$ cat src/rtl/cycle_counter_ctrl.sv
// Parametrised cycling counter (up/down/bounce/hold) with load, wrap pulse and display mapping.
// Optional internal tick prescaler enabled by defining CYCLE_PRESCALE_EN.
module cycle_counter_ctrl #(
  parameter int WIDTH        = 4,
  parameter int REVERSE      = 1,
  parameter int ACTIVE_LOW   = 1,
  parameter int PRESCALE_DIV = 100000000
) (
  input  logic             clk,
  input  logic             rst_n,
  input  logic             tick_in,
  input  logic             en,
  input  logic [1:0]       mode,
  input  logic [WIDTH-1:0] limit,
  input  logic             load,
  input  logic [WIDTH-1:0] load_val,
  output logic [WIDTH-1:0] count,
  output logic [WIDTH-1:0] disp,
  output logic             wrap,
  output logic             dir_down
);

  localparam logic [1:0] MODE_UP     = 2'b00;
  localparam logic [1:0] MODE_DOWN   = 2'b01;
  localparam logic [1:0] MODE_BOUNCE = 2'b10;
  localparam logic [1:0] MODE_HOLD   = 2'b11;
  localparam logic [WIDTH-1:0] ONE   = WIDTH'(1);

  logic [WIDTH-1:0] count_reg, count_next;
  logic [WIDTH-1:0] count_inc, count_dec;
  logic             dir_reg, dir_next;
  logic             wrap_reg, wrap_next;
  logic             tick;
  logic             advance;

`ifdef CYCLE_PRESCALE_EN
  localparam int PS_W = (PRESCALE_DIV > 2) ? $clog2(PRESCALE_DIV) : 1;
  localparam logic [PS_W-1:0] PS_LAST = PS_W'(PRESCALE_DIV - 1);

  logic [PS_W-1:0] ps_reg;
  logic            unused_tick_in;

  assign unused_tick_in = tick_in;

  always_ff @(posedge clk) begin
    if (!rst_n) begin
      ps_reg <= '0;
    end else if (ps_reg == PS_LAST) begin
      ps_reg <= '0;
    end else begin
      ps_reg <= ps_reg + PS_W'(1);
    end
  end

  assign tick = (ps_reg == PS_LAST);
`else
  logic unused_prescale_div;

  assign unused_prescale_div = (PRESCALE_DIV >= 2);
  assign tick = tick_in;
`endif

  assign advance   = tick && en && !load && (mode != MODE_HOLD);
  assign count_inc = count_reg + ONE;
  assign count_dec = count_reg - ONE;

  // State register
  always_ff @(posedge clk) begin
    if (!rst_n) begin
      count_reg <= '0;
      dir_reg   <= 1'b0;
      wrap_reg  <= 1'b0;
    end else begin
      count_reg <= count_next;
      dir_reg   <= dir_next;
      wrap_reg  <= wrap_next;
    end
  end

  // Next-state logic; count_inc is only used once count_reg < limit, so it cannot overflow
  always_comb begin
    count_next = count_reg;
    dir_next   = dir_reg;
    wrap_next  = 1'b0;
    if (load) begin
      count_next = (load_val > limit) ? limit : load_val;
      dir_next   = 1'b0;
    end else if (advance) begin
      if (limit == '0) begin
        count_next = '0;
        dir_next   = 1'b0;
        wrap_next  = 1'b1;
      end else begin
        case (mode)
          MODE_UP: begin
            dir_next = 1'b0;
            if (count_reg < limit) begin
              count_next = count_inc;
            end else begin
              count_next = '0;
              wrap_next  = 1'b1;
            end
          end
          MODE_DOWN: begin
            dir_next = 1'b0;
            if (count_reg == '0) begin
              count_next = limit;
              wrap_next  = 1'b1;
            end else if (count_reg > limit) begin
              count_next = limit;
            end else begin
              count_next = count_dec;
            end
          end
          MODE_BOUNCE: begin
            if (count_reg > limit) begin
              count_next = limit;
              dir_next   = 1'b1;
              wrap_next  = 1'b1;
            end else if (!dir_reg) begin
              if ((count_reg < limit) && (count_inc < limit)) begin
                count_next = count_inc;
              end else begin
                count_next = limit;
                dir_next   = 1'b1;
                wrap_next  = 1'b1;
              end
            end else begin
              if (count_reg > ONE) begin
                count_next = count_dec;
              end else begin
                count_next = '0;
                dir_next   = 1'b0;
                wrap_next  = 1'b1;
              end
            end
          end
          default: begin
            count_next = count_reg;
          end
        endcase
      end
    end
  end

  // Output mapping
  logic [WIDTH-1:0] ordered;

  generate
    for (genvar gi = 0; gi < WIDTH; gi++) begin : g_order
      if (REVERSE != 0) begin : g_rev
        assign ordered[gi] = count_reg[WIDTH-1-gi];
      end else begin : g_fwd
        assign ordered[gi] = count_reg[gi];
      end
    end
  endgenerate

  always_comb begin
    count    = count_reg;
    wrap     = wrap_reg;
    dir_down = dir_reg;
    disp     = (ACTIVE_LOW != 0) ? ~ordered : ordered;
  end

endmodule

$ cat config.mk
export PLATFORM = sky130hd
export DESIGN_NAME = cycle_counter_ctrl
export DESIGN_NICKNAME = d
export VERILOG_FILES = /design/src/rtl/cycle_counter_ctrl.sv
export SDC_FILE = /design/constraint.sdc
export NUM_CORES = 1
export LEC_CHECK = 0
export BUFFER_PORTS_ARGS = -buffer_cell sky130_fd_sc_hd__buf_2
export CORE_ASPECT_RATIO = 1.2
export CORE_MARGIN = 1.5
export CORE_UTILIZATION = 42
export CTS_CLUSTER_SIZE = 14
export DETAILED_ROUTE_END_ITERATION = 8
export PLACE_DENSITY = 0.72
export SETUP_SLACK_MARGIN = 0.5
export SLEW_MARGIN = 20
export SYNTH_ARGS = -nofsm -noshare
export SYNTH_HDL_FRONTEND = slang
export SYNTH_SLANG_ARGS = --single-unit
$ cat constraint.sdc
create_clock -name clk -period 2.7 [get_ports clk]
set_clock_uncertainty 0.05 [all_clocks]
set_input_delay 0.405 -clock clk [delete_from_list [all_inputs] [get_ports clk]]
set_output_delay 0.405 -clock clk [all_outputs]
set_load 0.01 [all_outputs]
=== After elaboration in Yosys (flattened, before gate mapping) ===
Index checks and enable logic that the tools add are counted.

* ROM bits: 0
* RAM bits: 0
* Memories: 0
* Word-level logic and storage cells: 57
* Bits in registers: 6
* Bits in latches: 0
* Output and inout port bits: 10

* Shifts and indexed selects: 0
* Equal/unequal tests: 3
* Div/mod/pow operators: 0
* Bitwise operators: 3
* Add/subtract/negate cells: 2
* $lt $le $gt $ge: 5
* Reduce and logical (&&, ||, !) cells: 16
* Muxes and demuxes: 25
* Multiply operators: 0

{| class="wikitable"
|+ Operators by type and width
! operator !! number
|-
| $mux W4 || 11
|-
| $pmux W4 S3 || 1
|-
| $mux W1 || 11
|-
| $gt A4 B4 Y1 || 2
|-
| $logic_not A4 Y1 || 2
|-
| $lt A4 B4 Y1 || 2
|-
| $reduce_bool A5 Y1 || 1
|-
| $add A4 B1 Y4 const B || 1
|-
| $gt A4 B1 Y1 const B || 1
|-
| $logic_and A1 B1 Y1 || 4
|-
| $not A4 Y4 || 1
|-
| $reduce_and A2 Y1 || 2
|-
| $reduce_or A2 Y1 || 2
|-
| $sub A4 B1 Y4 const B || 1
|-
| $pmux W1 S3 || 1
|-
| $reduce_bool A3 Y1 || 1
|-
| $reduce_or A3 Y1 || 1
|-
| $eq A2 B1 Y1 const B || 1
|-
| $eq A2 B2 Y1 const B || 1
|-
| $logic_not A2 Y1 || 1
|-
| $ne A2 B2 Y1 const B || 1
|-
| $not A1 Y1 || 2
|-
| $pmux W1 S2 || 1
|-
| $reduce_bool A2 Y1 || 1
|-
| $logic_not A1 Y1 || 1
|}

=== Longest topological paths before layout ===
* Word-level depth: 10
* Mapped depth: 10
* Depth with buffers taken out: 10

=== Worst setup path after synthesis ===
OpenSTA, ideal clock, no wires.

* Path kind: reg2reg
* Start: register count_reg[0], in the netlist count[0]
* End: register count_reg[1], in the netlist count[1]
* Stages on the path, launching flop included: 11
* Setup slack: -32 ps
* Data arrival time: 2596 ps
* Clock period less this slack: 2732 ps
* Library setup time: 86 ps
* Data required time: 2564 ps
* Path through: dfxtp_1 -> inv_1 -> ha_1 -> ha_1 -> nor2b_1 -> o211a_1 -> nor4b_4 -> o21ai_2 -> a31oi_1 -> a2111o_1 -> a221oi_2

* Longest elaborated chain between the ends: 10
* Elaborated cells between the ends (all ways): 19

{| class="wikitable"
|+ Ends and longest elaborated chain
! item !! RTL line !! source
|-
| start: declaration || 29 || <nowiki>logic [WIDTH-1:0] count_reg, count_next;</nowiki>
|-
| start signal: assignment || 74 || <nowiki>count_reg <= count_next;</nowiki>
|-
| $add A4 B1 Y4 || 64 || <nowiki>assign count_inc = count_reg + ONE;</nowiki>
|-
| $lt A4 B4 Y1 || 121 || <nowiki>if ((count_reg < limit) && (count_inc < limit)) begin</nowiki>
|-
| $logic_and A1 B1 Y1 || 121 ||
|-
| $mux W4 || 121 ||
|-
| $mux W4 || 120 || <nowiki>end else if (!dir_reg) begin</nowiki>
|-
| $mux W4 || 116 || <nowiki>if (count_reg > limit) begin</nowiki>
|-
| $pmux W4 S3 * || 94 || <nowiki>case (mode)</nowiki>
|-
| $mux W4 * || 89 || <nowiki>if (limit == '0) begin</nowiki>
|-
| $mux W4 * || 88 || <nowiki>end else if (advance) begin</nowiki>
|-
| $mux W4 * || 85 || <nowiki>if (load) begin</nowiki>
|}

Every way passes the cells marked *; elsewhere a longest branch is shown, timed or not. The select of a mux whose other input is x is not followed.
A chain may end at the register's enable or synchronous reset.

=== Worst setup path after layout ===
* Start: register count_reg[1], in the netlist count[1]
* End: register count_reg[0], in the netlist count[0]

Same word-level chain as after synthesis.

==> results by group <==
Status
  – Run status: finished, final reports clean

Setup path
  – Worst path bufs/invs: 2
  – Worst stage delay on the critical path: a little under 0.4 ns
  – WP data required: 2.81 ns
  – Worst EP arrival: 2.67 ns
  – Crit start category: register
  – Critical-path cell list: inv_4, ha_4, ha_4, nor2b_4, o211a_1, nor4b_4, o21ai_2, buf_4, mux2i_1, o221ai_1, a221oi_1
  – CP dominant cell by count: ha_4
  – Setup crit end kind: register
  – Critical path fanouts, max: 6
  – CP max-delay cell: dfxtp_4
  – Crit Path Category: register to register
  – Critical path's top delay family: compound AO/OA/AOI/OAI gates

Logic synthesis
  – Synth cell types: 51
  – Cells after synthesis: approximately 150
  – Post-synth EDFFs: 0
  – Synth warn: 0
  – Yosys reg bits: 6
  – Syn avg cell area: 7.93 um2
  – Asr flop ratio synth: 0
  – Sequential area share after synthesis: 0.104
  – Post-Syn Area: 1150 um2
  – Syn Nets: 179
  – Ys flop type: dfxtp_1

Timing
  – Final setup fails: 0
  – Worst Tran Pin Value: between 0.5 and 0.6 ns
  – Unrepaired setup endpoints after global routing: true
  – Final critical-path required period: between 2 and 3 ns
  – Final setup TNS: 0 ns
  – Fmax: slightly below 0.4 GHz
  – Endpoints failing hold: 0
  – Fin worst setup slack: 0.143 ns
  – Hold Slack: 0.315 ns
  – Period utilization: 0.947
  – Slew Viols, Final: 0
  – Worst slew margin: 0.642

CTS
  – Clock-pin slew on the worst setup and hold paths: 0.06 ns
  – Hold_buf cts: 0
  – H-tree depth: 1
  – Maximum clock path buffer count: 2
  – CTS Buf Count: 3
  – Clk root buf: clkbuf_4
  – Sink Count: 6
  – CTS tree: yes
  – Clk_lat worst skew: 0.26 ns

GRT
  – Overflow after GRT: 0
  – Tot GR Track Use: 0.257
  – Largest net degree at the start of global routing: 12
  – First-pass GRT wire length: 5.95 mm
  – Initial antenna violation count: 0
  – Number of global-route vias before repair: 1279

Placement
  – GPL Wtd Cong: 0.964
  – IO Port Bufs: 24
  – Dpl hpwl: 2.82 mm
  – Setup WS pre-CTS: 0.0651 ns
  – Placed cell count: 202
  – Placed cell areas: between 1000 and 1500 um2

Die
  – Ports: 25
  – Initial Util: 0.446
  – Die area: 3060 um2
  – Die Height: 60.3 um
  – Core area: 2580 um2
  – # rows: 20
  – Die Width: 50.8 um

Detailed routing
  – Antenna Nets Post-Route: 0
  – Final WL: 3.69 mm
  – Routed vias/inst: 6.17
  – Remaining DRCs: 0
  – Initial DRC count: 47
  – Avg WL per Cell: 17.3 um
  – Vias: about 1.3k
  – TritonRoute pass-1 iters: 4

Layout
  – Area grow syn2layout: 31.8%
  – Antenna Diode Count: 0
  – Most common cell after layout, fill and taps aside: buf_2
  – Largest register FFs: 4
  – Final instance area: 1520 um2
  – Layout cells sized above 1: 0.394
  – # nets final: 215
  – Post-Layout Cell Count: 213
  – Most frequent cells in the layout: buf_2 (24), ha_1 (17), nand2_1 (13)

Worst hold path
  – Hold/Removal Path Class: input pin to register

Pwr
  – Peak VDD IR: 290 uV
  – Pwr/cell area: between 400 and 500 nW/um2
  – Leak Pwr: approximately 0.7 nW

Job
  – Max Cap Viol: 0
cells in the mapped netlist, types with 2 or more instances:
library cell,instances,area (um2)
a21oi_1,12,60.1
a221oi_1,4,35.0
a22oi_1,2,15.0
and3_1,2,12.5
clkbuf_1,3,11.3
dfxtp_1,6,120
ha_1,19,238
inv_1,14,52.6
mux2_2,3,33.8
nand2_1,13,48.8
nand3_1,6,30.0
nand3b_1,3,22.5
nand4_1,3,18.8
nor2_1,4,15.0
nor3_1,3,15.0
nor3b_1,2,15.0
o211ai_1,3,22.5
o21ai_0,3,15.0
o21ai_1,4,20.0
o21ai_2,3,26.3
xnor2_1,2,17.5
xor2_1,2,17.5
power breakdown:
part           leakage [nW]  total (W)  switching [W]  internal (W)
sequential           0.0505   0.000108      0.0000121     0.0000963
clock                0.0150   0.000100      0.0000437     0.0000567
combinational         0.635   0.000443       0.000237      0.000206
area by class of cell:
cell class	instances	area, um2
inverter	14	60.1
tap	33	41.3
fill	240	1060
clock buffer	4	26.3
multi-input combinational	120	1050
sequential	6	128
timing repair buffer	36	214
tightest hold or removal path: stages:
cell     delay (ns)
buf_2          0.10
nand2_1        0.05
a21oi_1        0.03
metal layers:
metal | wire (um) | part of all wire | track usage
met5 | 0 | 0 | 0
met4 | 180 | 0.049 | 0.158
met3 | 240 | 0.065 | 0.0375
met2 | 1870 | 0.51 | 0.449
met1 | 1390 | 0.38 | 0.298
stage by stage:
| step | total power (W) | util |
|---|---|---|
| 2_1_floorplan | 0.000359 | - |
| 3_3_place_gp | 0.000461 | 0.524 |
| 3_5_place_dp | 0.000467 | 0.524 |
| 4_1_cts | 0.000606 | 0.566 |
| 5_1_grt | 0.000692 | 0.588 |
| 6_report | 0.000652 | 0.588 |
logic make-up (layout without fill, tap and decap cells):
kind of cell	Yosys count	after routing	share of synthesized area
compound gates	46	46	0.296
xor+xnor	4	4	0.0305
fa+ha+maj	19	19	0.207
buf+inv	19	54	0.0664
flops	6	6	0.104
mux	5	5	0.0479
simple gates	46	46	0.248
worst paths after layout:
| check | from | endpoint | slack [ns] | depth (start not counted) |
|---|---|---|---|---|
| min | rst_n | wrap$_SDFF_PP0_ | 0.32 | 3 |
| max reg2reg | count[1]$_SDFFE_PN0P_ | count[0]$_SDFFE_PN0P_ | 0.14 | 11 |
| min reg2reg | count[1]$_SDFFE_PN0P_ | count[1]$_SDFFE_PN0P_ | 0.61 | 3 |
| max | count[1]$_SDFFE_PN0P_ | count[0]$_SDFFE_PN0P_ | 0.14 | 11 |
repair_timing:
action / 4_1_cts / 5_1_grt
endpoints found under the setup margin: 6 / 6
gates resized for setup: 7 / 8
buffers inserted: 5 / 2
pin swaps: 12 / 7
No activity file was read; power rests on OpenSTA's default activity.
